File: src/rtl/cga_ctrl_regs.sv
// Purpose : CGA-family control registers: mode, colour, ext mode, status, light pen, frame blink.
// Latency : a write is committed 3 clk after bus_iow_l falls; reads are combinational.
// Backpressure: none; exactly one commit per IO write strobe, the ISA bus is never stalled.
//
// Ports:
//   clk, reset_l                          clock, synchronous active-low reset
//   bus_a, bus_aen, bus_ior_l, bus_iow_l  ISA address / DMA enable / IO strobes
//   word, bus_d                           16-bit transfer flag and write data
//   bus_out, bus_dir                      read data and "this block drives the bus"
//   vsync_l, display_enable, lpen_strobe  asynchronous CRTC-side inputs, synchronised here
//   crtc_mem_addr                         CRTC address captured by the light pen
//   ctrl_reg, color_reg, ext_reg          register outputs to crtc6845 / cga_pixel
//   video_enabled                         display enable (forced or from ctrl_reg[3])
//   cursor_blink, char_blink              frame-locked blink phases
//   lpen_addr, lpen_valid                 light-pen latch
module cga_ctrl_regs #(
    parameter logic [15:0] IO_BASE_ADDR        = 16'h03D0,
    parameter logic [7:0]  CTRL_RESET          = 8'h2A,
    parameter logic [7:0]  COLOR_RESET         = 8'h00,
    parameter int unsigned EXT_REG_EN          = 0,
    parameter int unsigned NO_DISPLAY_DISABLE  = 1,
    parameter int unsigned CURSOR_BLINK_FRAMES = 8,
    parameter int unsigned CHAR_BLINK_FRAMES   = 16
) (
    input  logic        clk,
    input  logic        reset_l,
    input  logic [15:0] bus_a,
    input  logic        bus_aen,
    input  logic        bus_ior_l,
    input  logic        bus_iow_l,
    input  logic        word,
    input  logic [15:0] bus_d,
    output logic [7:0]  bus_out,
    output logic        bus_dir,
    input  logic        vsync_l,
    input  logic        display_enable,
    input  logic        lpen_strobe,
    input  logic [13:0] crtc_mem_addr,
    output logic [7:0]  ctrl_reg,
    output logic [7:0]  color_reg,
    output logic [7:0]  ext_reg,
    output logic        video_enabled,
    output logic        cursor_blink,
    output logic        char_blink,
    output logic [13:0] lpen_addr,
    output logic        lpen_valid
);

    localparam logic [15:0] ADDR_CTRL   = IO_BASE_ADDR + 16'h0008;
    localparam logic [15:0] ADDR_COLOR  = IO_BASE_ADDR + 16'h0009;
    localparam logic [15:0] ADDR_STATUS = IO_BASE_ADDR + 16'h000A;
    localparam logic [15:0] ADDR_LP_CLR = IO_BASE_ADDR + 16'h000B;
    localparam logic [15:0] ADDR_LP_SET = IO_BASE_ADDR + 16'h000C;
    localparam logic [15:0] ADDR_EXT    = IO_BASE_ADDR + 16'h000D;

    localparam logic [7:0] CURSOR_LAST = 8'(CURSOR_BLINK_FRAMES - 1);
    localparam logic [7:0] CHAR_LAST   = 8'(CHAR_BLINK_FRAMES - 1);
    localparam bit         EXT_ON      = (EXT_REG_EN != 0);

    // Synchroniser chains hold the raw (uninverted) pin level and reset to 0,
    // so a strobe or vsync already low when reset lifts never looks like a
    // fresh falling edge. Bit [1] is the synchronised value, bit [2] its
    // previous-cycle copy for edge detection.
    logic [2:0]  iow_sync_q,  iow_sync_d;
    logic [2:0]  vs_sync_q,   vs_sync_d;
    logic [2:0]  lp_sync_q,   lp_sync_d;
    logic [1:0]  de_sync_q,   de_sync_d;

    logic [7:0]  ctrl_q,      ctrl_d;
    logic [7:0]  color_q,     color_d;
    logic [7:0]  ext_q,       ext_d;
    logic [13:0] lpen_addr_q, lpen_addr_d;
    logic        lpen_vld_q,  lpen_vld_d;
    logic [7:0]  cur_cnt_q,   cur_cnt_d;
    logic [7:0]  chr_cnt_q,   chr_cnt_d;
    logic        cur_blk_q,   cur_blk_d;
    logic        chr_blk_q,   chr_blk_d;

    logic        wr_en;
    logic        frame_tick;
    logic        lpen_edge;
    logic        lpen_clr;
    logic        lpen_set;
    logic [7:0]  status;

    assign wr_en      = iow_sync_q[2] & ~iow_sync_q[1] & ~bus_aen;
    assign frame_tick = vs_sync_q[2] & ~vs_sync_q[1];
    assign lpen_edge  = lp_sync_q[1] & ~lp_sync_q[2];
    assign lpen_clr   = wr_en && (bus_a == ADDR_LP_CLR);
    assign lpen_set   = wr_en && (bus_a == ADDR_LP_SET);
    assign status     = {4'b1111, ~vs_sync_q[1], 1'b1, lpen_vld_q, ~de_sync_q[1]};

    always_comb begin
        iow_sync_d  = {iow_sync_q[1:0], bus_iow_l};
        vs_sync_d   = {vs_sync_q[1:0], vsync_l};
        lp_sync_d   = {lp_sync_q[1:0], lpen_strobe};
        de_sync_d   = {de_sync_q[0], display_enable};
        ctrl_d      = ctrl_q;
        color_d     = color_q;
        ext_d       = ext_q;
        lpen_addr_d = lpen_addr_q;
        lpen_vld_d  = lpen_vld_q;
        cur_cnt_d   = cur_cnt_q;
        chr_cnt_d   = chr_cnt_q;
        cur_blk_d   = cur_blk_q;
        chr_blk_d   = chr_blk_q;

        // A word write to the mode port fills mode and colour together;
        // every other port only ever takes the low byte.
        if (wr_en) begin
            if (bus_a == ADDR_CTRL) begin
                ctrl_d = bus_d[7:0];
                if (word) begin
                    color_d = bus_d[15:8];
                end
            end
            if (bus_a == ADDR_COLOR) begin
                color_d = bus_d[7:0];
            end
            if (EXT_ON && (bus_a == ADDR_EXT)) begin
                ext_d = bus_d[7:0];
            end
        end

        // Clear beats a coincident pen edge; a CPU set overrides the
        // first-hit-holds rule of the pen itself.
        if (lpen_clr) begin
            lpen_vld_d = 1'b0;
        end else if (lpen_set) begin
            lpen_addr_d = crtc_mem_addr;
            lpen_vld_d  = 1'b1;
        end else if (lpen_edge && !lpen_vld_q) begin
            lpen_addr_d = crtc_mem_addr;
            lpen_vld_d  = 1'b1;
        end

        if (frame_tick) begin
            if (cur_cnt_q == CURSOR_LAST) begin
                cur_cnt_d = 8'h00;
                cur_blk_d = ~cur_blk_q;
            end else begin
                cur_cnt_d = cur_cnt_q + 8'h01;
            end
            if (chr_cnt_q == CHAR_LAST) begin
                chr_cnt_d = 8'h00;
                chr_blk_d = ~chr_blk_q;
            end else begin
                chr_cnt_d = chr_cnt_q + 8'h01;
            end
        end
    end

    // Read path uses the raw strobe so data is valid within the ISA read cycle.
    always_comb begin
        bus_out = 8'h00;
        bus_dir = 1'b0;
        if (!bus_aen && !bus_ior_l) begin
            if (bus_a == ADDR_STATUS) begin
                bus_out = status;
                bus_dir = 1'b1;
            end else if (EXT_ON && (bus_a == ADDR_EXT)) begin
                bus_out = ext_q;
                bus_dir = 1'b1;
            end
        end
    end

    always_ff @(posedge clk) begin
        if (!reset_l) begin
            iow_sync_q  <= 3'b000;
            vs_sync_q   <= 3'b000;
            lp_sync_q   <= 3'b000;
            de_sync_q   <= 2'b00;
            ctrl_q      <= CTRL_RESET;
            color_q     <= COLOR_RESET;
            ext_q       <= 8'h00;
            lpen_addr_q <= 14'h0000;
            lpen_vld_q  <= 1'b0;
            cur_cnt_q   <= 8'h00;
            chr_cnt_q   <= 8'h00;
            cur_blk_q   <= 1'b0;
            chr_blk_q   <= 1'b0;
        end else begin
            iow_sync_q  <= iow_sync_d;
            vs_sync_q   <= vs_sync_d;
            lp_sync_q   <= lp_sync_d;
            de_sync_q   <= de_sync_d;
            ctrl_q      <= ctrl_d;
            color_q     <= color_d;
            ext_q       <= ext_d;
            lpen_addr_q <= lpen_addr_d;
            lpen_vld_q  <= lpen_vld_d;
            cur_cnt_q   <= cur_cnt_d;
            chr_cnt_q   <= chr_cnt_d;
            cur_blk_q   <= cur_blk_d;
            chr_blk_q   <= chr_blk_d;
        end
    end

    assign ctrl_reg      = ctrl_q;
    assign color_reg     = color_q;
    assign ext_reg       = ext_q;
    assign video_enabled = (NO_DISPLAY_DISABLE != 0) ? 1'b1 : ctrl_q[3];
    assign cursor_blink  = cur_blk_q;
    assign char_blink    = chr_blk_q;
    assign lpen_addr     = lpen_addr_q;
    assign lpen_valid    = lpen_vld_q;

endmodule
File: config.mk
export PLATFORM = sky130hd
export DESIGN_NAME = cga_ctrl_regs
export DESIGN_NICKNAME = d
export VERILOG_FILES = /design/src/rtl/cga_ctrl_regs.sv
export SDC_FILE = /design/constraint.sdc
export NUM_CORES = 1
export LEC_CHECK = 0
export BUFFER_PORTS_ARGS = -buffer_cell sky130_fd_sc_hd__buf_2
export CAP_MARGIN = 5
export CORE_ASPECT_RATIO = 2
export CORE_UTILIZATION = 40
export CTS_BUF_LIST = sky130_fd_sc_hd__clkbuf_4 sky130_fd_sc_hd__clkbuf_8 sky130_fd_sc_hd__clkbuf_16
export DETAILED_ROUTE_END_ITERATION = 10
export PLACE_DENSITY = 0.71
export SLEW_MARGIN = 20
export SYNTH_ARGS = -nofsm -noshare
export SYNTH_HDL_FRONTEND = slang
export SYNTH_SLANG_ARGS = --single-unit
File: constraint.sdc
create_clock -name clk -period 1.79 [get_ports clk]
set_input_delay 0.0895 -clock clk [delete_from_list [all_inputs] [get_ports clk]]
set_output_delay 0.0895 -clock clk [all_outputs]
set_load 0.005 [all_outputs]
Word-level counts from Yosys, hierarchy flattened
Cells that the tools add are included.

Add/sub/neg operators: 2. Equal/unequal tests: 7. Muxes and demuxes: 13. Bitwise operators: 13. Reduce and logical (&&, ||, !) cells: 16.

Operators with widths (number): equality test 16 x 10 -> 1 bit (second input constant) (5); 2-to-1 mux 8 bit (7); 2-to-1 mux 14 bit (2); adder 8 x 1 -> 8 bit (second input constant) (2); inverter 1 bit (9); equality test 8 x 3 -> 1 bit (second input constant) (1); equality test 8 x 4 -> 1 bit (second input constant) (1); AND reduction 2 bit (4); nonzero test 2 bit (3); AND 1 bit (4); logical AND 1 bit (4); 2-to-1 mux 1 bit (4); logical NOT 1 bit (3); AND reduction 3 bit (1); OR reduction 2 bit (1).

Register bits: 60. Input port bits: 55. Output and inout port bits: 51. Logic and storage cells: 63.

Logic depth before layout (Yosys ltp)
Gate-level depths: netlist of run 1.

Depth in word-level cells: 6. Gate-level depth with buffers: 8. Mapped depth without buffers: 5.

Least setup slack after synthesis of run 1
Ideal clock, no wire load.

Path type: reg-to-reg. Start point: register iow_sync_q[2]. End point: register lpen_addr_q[10] (netlist: lpen_addr[10]). Library setup time: 0.119 ns. Arrival: 1.672 ns. Required time: 1.671 ns. Slack: 0.000 ns. Stages on the path, launching flop included: 8. Buffers on the path: 2. Clock period less this slack: 1.790 ns. Path through: dfxtp_1 nor2b_1 nand4_4 or4_4 nor2b_4 buf_6 buf_8 mux2i_1.

Longest elaborated chain between the ends: 5. Elaborated cells between the ends (all ways): 8. Those cells by class: 1 x mux; 3 x bitwise; 4 x reduce/logical.

RTL lines: start: declaration (line 64) `logic [2:0] iow_sync_q, iow_sync_d;`; start signal: assignment (line 184) `iow_sync_q <= iow_sync_d;`; AND 1 bit (*) (2 in a row) (line 86) `assign wr_en = iow_sync_q[2] & ~iow_sync_q[1] & ~bus_aen;`; logical AND 1 bit, on equally long branches (line 90, 89); nonzero test 2 bit (no line) or inverter 1 bit (tied branches); AND reduction 2 bit (no line); end signal: assignment (line 191) `lpen_addr_q <= lpen_addr_d;`; end: declaration (line 72) `logic [13:0] lpen_addr_q, lpen_addr_d;`.

Mark *: on every way between the ends. The rest lies on a longest branch, timed or not. A chain may end at the register's enable or synchronous reset.

Final worst setup path of run 1
Start point: register iow_sync_q[2]. End point: register lpen_addr_q[11] (netlist: lpen_addr[11]).

Same word-level chain as after synthesis.

==> results_dict.tcl, run 1 <==
set metrics [dict create \
    synth_edf_count 0 \
    cts_buffer_depth 2 \
    ioPinCount 106 \
    period_share_pct 95.11 \
    finalHoldViolations 0 \
    first_global_vias 2113 \
    worst-r2r-setup-slack_ns 0.09 \
    drtIter0Drc 93 \
    finalCriticalPeriod_ns 1.702 \
    synth_area_leader_cell "dfxtp_1" \
    start_util_pct 41.15 \
    fmax_ghz 0.5874 \
    hpwl_mm 3.984 \
    placed_cells 445 \
    fp.dieArea_sq_mm 0.006836 \
    setup_viol 0 \
    place_ws_ns 0.02458 \
    relSlewSlack_pct 58.03 \
    clkLatencyLatePin_ns 0.32 \
    final_cells 466 \
    crit_path_start_kind "register" \
    final_nets 433 \
    syn-cell-area_sq_mm 0.002596 \
    ys_ff_latch 60 \
    cpMaxStageDelayCell "or4_4" \
    crit_required_ns 1.97 \
    gp_congestion 0.8019 \
    drv_slew 0 \
    num_vias 2130 \
    grtUsageTotal_pct 16.93 \
    wl_per_cell_um 11.44 \
    synth_top_cell_area_share_pct 46.27 \
    ys_types 39 \
    layout-drive-gt1-share_pct 34.47 \
    synth_xor_area_share_pct 5.398 \
    crit_arrival_ns 1.88 \
    core_sq_mm 0.006310 \
    die_y_um 115.9 \
    vias_per_cell 4.571 \
    cts_buffers 9 \
    synth_area_leaders "dfxtp_1, mux2i_1, nand2_1" \
    reg2regPathDepth 5 \
    clk_pin_slew_ns 0.05 \
    maxCapViolations 0 \
    diodes 0 \
    ys_async_sr_fraction_pct 0 \
    routed_wl_mm 5.330 \
    htree_levels 3 \
    numPortBuffers 96 \
    syn_to_final_growth_pct 33.73 \
    synth_top_family_by_area "simple AND/OR/NAND/NOR gates" \
    worst-setup-path-type "register to register" \
    fin_skew_ns 0.004105 \
    placementRows 41 \
    cts_tree "yes" \
    grt-ovfl-total 0 \
    rsz0062_at_grt "no" \
    firstDrtPassIters 4 \
    antenna_found_initial 0 \
    synth_compound_area_share_pct 2.843 \
    critPathMaxFanout 14 \
    largest_register_ffs 14 \
    cp-end-kind "register" \
    yosys_warnings 0 \
    cellLeakagePower_nw 1.555 \
    setup_tns_ns 0 \
    die_w_um 58.97 \
    fin_util_pct 55.03 \
    clockRootBuffer "clkbuf_16" \
    cts_sinks 60 \
    ys_seq_area_share_pct 46.27 \
    syn_area_per_cell_sq_um 9.510 \
    postSynthCellCount 273 \
    power_mw 3.115 \
    hold_depth 3 \
    grt_max_degree 36 \
    tightest_slew_ns 0.6289 \
    muxShareOfSynthArea_pct 12.34 \
    synth_adder_area_share_pct 0.9639 \
    grt_pass1_wl_mm 8.604 \
    crit_chain "nor2b_2 -> nand4_4 -> or4_4 -> nor2b_4 -> mux2i_1" \
    pwr_density_cell_mw_per_mm2 897.2 \
    peakVddDrop_mv 0.6334 \
    min_path_type "input port to register" \
    ant_nets 0 \
    critPathMaxStageDelay_ns 0.52 \
    dominantRegCellSynth "dfxtp_1" \
    status "complete, no violations" \
    timing.final.ws_setup_ns 0.08759 \
    yosys.area_share.simple_pct 24.67 \
    drc 0 \
]
==> cell usage in the layout (no fill, tap or decap), types with 9 or more instances in the layout <==
cell type,count
and2_1,11
buf_2,96
clkbuf_16,9
conb_1,9
dfxtp_1,60
mux2i_1,32
nand2_1,38
nor2_1,38
==> layout make-up <==
cell class                      count  area, sq um
Tap cell                           86        107.6
Multi-Input combinational cell    189         1246
Clock buffer                       13        267.8
Fill cell                         583         2838
Timing Repair Buffer              111        620.6
Clock inverter                      2        10.01
Inverter                            5        18.77
Sequential cell                    60         1201
==> final timing paths <==
check                      from            end
hold reg to reg    lp_sync_q[0]   lp_sync_q[1]
setup reg to reg  iow_sync_q[2]  lpen_addr[11]
setup / recovery  iow_sync_q[2]  lpen_addr[11]
hold / removal         bus_d[5]    ctrl_reg[5]
==> layer usage <==
| layer | part of all wire (%) | track usage (%) | vias up |
|---|---|---|---|
| li1 | - | - | 1088 |
| met1 | 39 | 15.48 | 961 |
| met2 | 54 | 31.14 | 67 |
| met3 | 4.4 | 5.022 | 14 |
| met4 | 3.0 | 10.79 | 0 |
| met5 | 0 | 0 | - |
==> cell usage after synthesis (2+ instances only) <==
library cell,instances
mux2i_1,32
ha_1,2
a211oi_1,8
buf_4,14
nand2_1,38
clkbuf_1,9
nand3_1,5
xnor2_1,8
conb_1,2
nor3b_2,2
nor3_1,3
and4_1,2
nor2_1,38
nand4_1,4
xor2_1,8
dfxtp_1,60
inv_1,5
and2_1,11
nor2b_1,2
==> per-stage QoR <==
| step | area, sq um | hold WS (ns) |
|---|---|---|
| 5_1_grt | 3472 | 0.007828 |
| 6_report | 3472 | 0.01213 |
| 2_1_floorplan | 2625 | 0.2168 |
| 3_3_place_gp | 3124 | 0.3007 |
| 4_1_cts | 3462 | 0.003196 |
| 3_5_place_dp | 3124 | 0.3009 |
==> worst max-delay path: cells and delay by family, from the launching register on <==
kind | cells | cell delay [ns]
simple gates | 4 | 1.11
flops | 1 | 0.29
mux | 1 | 0.16
==> power breakdown <==
group | switching [mW] | internal (mW)
sequential | 0.0114 | 1.36
combinational | 0.0921 | 0.0969
clock | 0.525 | 1.03
total | 0.629 | 2.49
==> kinds of logic after synthesis <==
kind of cell | after synthesis
other | 2
xor gates and xnor gates | 16
AOI/OAI and AO/OA | 10
adders and majority gates | 2
DFF | 60
buffers and inverters | 31
and+or+nand+nor | 120
muxes | 32
==> timing repair <==
action | 4_1_cts | 5_1_grt
endpoints found under the setup margin | 0 | 6
buffers inserted | 0 | 0
hold endpoints to repair | 6 | 0
resized for setup | 0 | 2
hold buffers | 6 | 0
No activity file was read; power rests on OpenSTA's default activity.
==> inputs of run 2 (changes only) <==
ABC_AREA = 1   (was unset)
ABC_CLOCK_PERIOD_IN_PS = 1790   (was unset)
PLACE_DENSITY = 0.69   (was 0.71)
==> results_dict.tcl, run 2 <==
set metrics [dict create \
    fin_util_pct 52.27 \
    cts_sinks 60 \
    drv_slew 0 \
    crit_required_ns 1.70 \
    final_cell_mix "nand2_1, buf_2, dfxtp_1" \
    placementRows 44 \
    synth_edf_count 0 \
    rsz0062_at_grt "no" \
    layout-drive-gt1-share_pct 25.75 \
    pwr_density_cell_mw_per_mm2 843.2 \
    finalCriticalPeriod_ns 1.538 \
    min_path_type "input port to register" \
    ys_types 33 \
    setup_tns_ns 0 \
    grt-ovfl-total 0 \
    synth_compound_area_share_pct 7.988 \
    num_vias 2867 \
    post-cts-setup-buffers 0 \
    worst-setup-path-type "input port to output pin" \
    cts_buffers 9 \
    ant_nets 0 \
    yosys_warnings 0 \
    ys_seq_area_share_pct 40.15 \
    vias_per_cell 4.595 \
    ioPinCount 106 \
    period_share_pct 85.90 \
    drtIter0Drc 112 \
    crit_arrival_ns 1.45 \
    setup_viol 0 \
    numPortBuffers 96 \
    synth_area_leader_cell "dfxtp_1" \
    start_util_pct 41.17 \
    yosys.area_share.simple_pct 36.47 \
    timing.hold.ws_ns 0.02346 \
    largest_register_ffs 14 \
    cellLeakagePower_nw 1.974 \
    diodes 0 \
    muxShareOfSynthArea_pct 0 \
    clockRootBuffer "clkbuf_16" \
    fin_skew_ns 0.006110 \
    core_sq_mm 0.007267 \
    routed_wl_mm 6.871 \
    first_global_vias 2585 \
    yosysMostFrequentCell "nand2_1" \
    peakVddDrop_mv 0.4620 \
    dominantRegCellSynth "dfxtp_1" \
    ys_async_sr_fraction_pct 0 \
    grtUsageTotal_pct 18.52 \
    syn_to_final_growth_pct 26.98 \
    final_nets 585 \
    grt_max_degree 30 \
    clkLatencyLatePin_ns 0.33 \
    firstDrtPassIters 4 \
    ys_ff_latch 60 \
    synth_adder_area_share_pct 0.8365 \
    synthTopCellsByCount "nand2_1, dfxtp_1, inv_1" \
    status "complete, no violations" \
    wl_per_cell_um 11.01 \
    maxCapViolations 0 \
    die_w_um 63.15 \
    fp.dieArea_sq_mm 0.007850 \
    drc 0 \
    clk_pin_slew_ns 0.05 \
    critPathMaxFanout 17 \
    synth_top_cell_area_share_pct 40.15 \
    cp-end-kind "output pin" \
    antenna_found_initial 0 \
    hpwl_mm 5.137 \
    synth_top_family_by_area "simple AND/OR/NAND/NOR gates" \
    synth_xor_area_share_pct 0.5855 \
    postSynthCellCount 430 \
    gp_congestion 0.7706 \
    cts_tree "yes" \
    syn-cell-area_sq_mm 0.002992 \
    grt_pass1_wl_mm 11.33 \
    synth_area_leaders "dfxtp_1, nand2_1, inv_1" \
    syn_area_per_cell_sq_um 6.957 \
    fmax_ghz 0.6504 \
    htree_levels 3 \
    die_y_um 124.3 \
    finalHoldViolations 0 \
    final_common_cell "nand2_1" \
    cts_buffer_depth 2 \
    crit_path_start_kind "input port" \
]
run 2: layout make-up:
cell class	count	area (sq um)
Inverter	62	232.7
Timing Repair Buffer	105	565.5
Multi-Input combinational cell	290	1406
Fill cell	747	3468
Sequential cell	60	1201
Tap cell	92	115.1
Clock inverter	2	10.01
Clock buffer	13	267.8
run 2: kinds of logic after synthesis:
family,Yosys count
AOI/OAI and AO/OA,40
xor gates and xnor gates,2
DFF,60
other,2
and+or+nand+nor,237
adders and majority gates,2
buffers and inverters,87
run 2: worst max-delay path: stages:
cell     delay [ns]
buf_2          0.10
nor2_1         0.09
nand2_1        0.13
nor2_8         0.31
nand3_1        0.19
nor2_1         0.34
buf_2          0.19
run 2: power breakdown:
group | internal, mW | total (mW) | switching (mW)
Combinational | 0.108 | 0.233 | 0.125
Clock | 1.03 | 1.58 | 0.555
Sequential | 1.37 | 1.39 | 0.0175
Total | 2.50 | 3.20 | 0.698
run 2: worst paths after layout:
path | startpoint | end | slack (ns) | depth (start not counted)
setup / recovery | bus_a[15] | bus_out[3] | 0.25 | 7
setup reg to reg | vs_sync_q[1] | chr_cnt_q[6] | 0.32 | 7
hold reg to reg | de_sync_q[0] | de_sync_q[1] | 0.41 | 2
hold / removal | bus_d[6] | ctrl_reg[6] | 0.02 | 3
run 2: routing by layer:
metal | track usage [%] | vias up | share of wire (%)
li1 | - | 1516 | -
met1 | 19.23 | 1262 | 40
met2 | 32.07 | 77 | 52
met3 | 5.311 | 12 | 5.2
met4 | 10.94 | 0 | 3.4
met5 | 0 | - | 0
run 2: through the flow:
stage          setup slack [ns]  std cells  instance area (sq um)  power (mW)
3_5_place_dp             0.2587        602                   3451       1.636
2_1_floorplan            0.5237        437                   3018       1.548
6_report                 0.2524        624                   3799       3.203
5_1_grt                  0.1424        624                   3799       3.328
3_3_place_gp             0.2830        602                   3451       1.630
4_1_cts                  0.2573        624                   3799       3.245
run 2: repair_timing:
| item | CTS | global route |
|---|---|---|
| hold buffers | 7 | 0 |
| setup endpoints to repair | 0 | 0 |
| hold endpoints to repair | 7 | 0 |
| gates resized for setup | 0 | 0 |
==> inputs of run 3 (changes only) <==
BUFFER_PORTS_ARGS = -buffer_cell sky130_fd_sc_hd__clkbuf_2   (was -buffer_cell sky130_fd_sc_hd__buf_2)
CAP_MARGIN = unset   (was 5)
CTS_BUF_LIST = sky130_fd_sc_hd__clkbuf_4 sky130_fd_sc_hd__clkbuf_8   (was sky130_fd_sc_hd__clkbuf_4 sky130_fd_sc_hd__clkbuf_8 sky130_fd_sc_hd__clkbuf_16)
==> results_dict.tcl, run 3 (synthesized netlist as in run 2, its figures left out) <==
set metrics [dict create \
    status "complete, no violations" \
    final_nets 590 \
    r2r_start "vs_sync_q[1]" \
    swShare_pct 24.09 \
    numPortBuffers 96 \
    pwr_density_cell_mw_per_mm2 731.1 \
    r2r_end "chr_cnt_q[6]" \
    grt_pass1_wl_mm 11.74 \
    worst-r2r-setup-slack_ns 0.33 \
    rsz0062_at_grt "no" \
    hpwl_mm 5.243 \
    firstDrtPassIters 4 \
    placementRows 44 \
    peakVddDrop_mv 0.5029 \
    routed_wl_mm 7.102 \
    setup_tns_ns 0 \
    clockRootBuffer "clkbuf_8" \
    layout-drive-gt1-share_pct 25.84 \
    fin_skew_ns 0.004418 \
    clkLatencyLatePin_ns 0.34 \
    fmax_ghz 0.6841 \
    crit_arrival_ns 1.69 \
    drc 0 \
    core_sq_mm 0.007267 \
    cts_resized 0 \
    syn_to_final_growth_pct 25.22 \
    fillers 753 \
    drv_slew 0 \
    ioPinCount 106 \
    num_vias 2919 \
    p_switching_mw 0.6599 \
    fp.dieArea_sq_mm 0.007850 \
    reg2regPathDepth 7 \
    seqPwrFrac_pct 50.6 \
    fin_util_pct 51.55 \
    cts_tree "yes" \
    critPathMaxFanout 10 \
    pwr-share-comb_pct 8.9 \
    finalCriticalPeriod_ns 1.462 \
    wl_per_cell_um 11.27 \
    vias_per_cell 4.633 \
    die_y_um 124.3 \
    start_util_pct 41.17 \
    hold_depth 3 \
    largest_register_ffs 14 \
    crit_path_start_kind "register" \
    intPower_mw 2.079 \
    cts_buffers 9 \
    cts_buffer_depth 2 \
    ant_nets 0 \
    ctsHoldBuffers 11 \
    place_ws_ns 0.2897 \
    placed_cells 603 \
    htree_levels 3 \
    place_area_sq_mm 0.003458 \
    final_cell_mix "nand2_1, clkbuf_2, dfxtp_1" \
    cts_sinks 60 \
    drtIter0Drc 92 \
    final_cells 630 \
    first_global_vias 2801 \
    worst-setup-path-type "register to register" \
    p_clk_share_pct 40.5 \
    maxCapViolations 0 \
    gp_congestion 0.7626 \
    min_from "bus_d[4]" \
    period_share_pct 81.66 \
    finalHoldViolations 0 \
    grt-ovfl-total 0 \
    timing.final.ws_setup_ns 0.3283 \
    crit_required_ns 2.02 \
    min_path_type "input port to register" \
    cp-end-kind "register" \
    grtUsageTotal_pct 19.24 \
    clk_pin_slew_ns 0.06 \
    cellLeakagePower_nw 1.934 \
    grt_max_degree 30 \
    post-cts-setup-buffers 0 \
    min_to "ctrl_reg[4]" \
    setup_viol 0 \
    design_area_sq_mm 0.003746 \
    die_w_um 63.15 \
    diodes 0 \
    antenna_found_initial 0 \
    final_common_cell "nand2_1" \
]
run 3: worst max path at each step:
stage                   from       endpoint  slack, ns  depth (start not counted)
2_1_floorplan  iow_sync_q[1]  lpen_addr[10]       0.52                          8
3_3_place_gp       bus_a[15]     bus_out[3]       0.29                          7
3_5_place_dp       bus_a[13]     bus_out[3]       0.29                          7
4_1_cts            bus_a[13]     bus_out[3]       0.29                          7
5_1_grt         chr_cnt_q[0]   chr_cnt_q[6]       0.18                          7
6_report        vs_sync_q[1]   chr_cnt_q[6]       0.33                          7
run 3: final cells by class:
| class | count | area [sq um] | area share (%) |
|---|---|---|---|
| repair buffers | 110 | 613.1 | 16.37 |
| clock buffers | 14 | 167.7 | 4.476 |
| clock inverters | 2 | 10.01 | 0.2672 |
| flip-flops and latches | 60 | 1201 | 32.06 |
| well taps | 92 | 115.1 | 3.073 |
| multi-input cells | 290 | 1406 | 37.54 |
| inverters | 62 | 232.7 | 6.212 |
run 3: power groups by stage:
stage,combinational (mW),clock (mW),sequential [mW]
after floorplan,0.135,0,1.41
after global placement,0.219,0,1.41
after detailed placement,0.225,0,1.41
after CTS,0.245,1.14,1.39
after global routing,0.275,1.20,1.39
final,0.244,1.11,1.39
run 3: routing by layer:
metal	GRT usage (%)	part of all wire [%]	vias up
met5	0	0	-
met4	11.22	2.1	0
met3	5.952	4.0	6
met2	34.41	54	87
met1	18.76	40	1301
li1	-	-	1525
run 3: through the flow:
step	hold WS, ns	power, mW
4_1_cts	0.001977	2.773
3_3_place_gp	0.2723	1.633
6_report	0.01798	2.739
2_1_floorplan	0.1871	1.548
3_5_place_dp	0.2779	1.640
5_1_grt	0.02122	2.857
run 3: worst max-delay path: stages (launching register included):
cell and delay, ns:
dfxtp_1 0.40, inv_1 0.10, nand2_2 0.13, nor2_1 0.30
nand2_1 0.11, nor2_1 0.12, xnor2_1 0.13, nor2_1 0.05
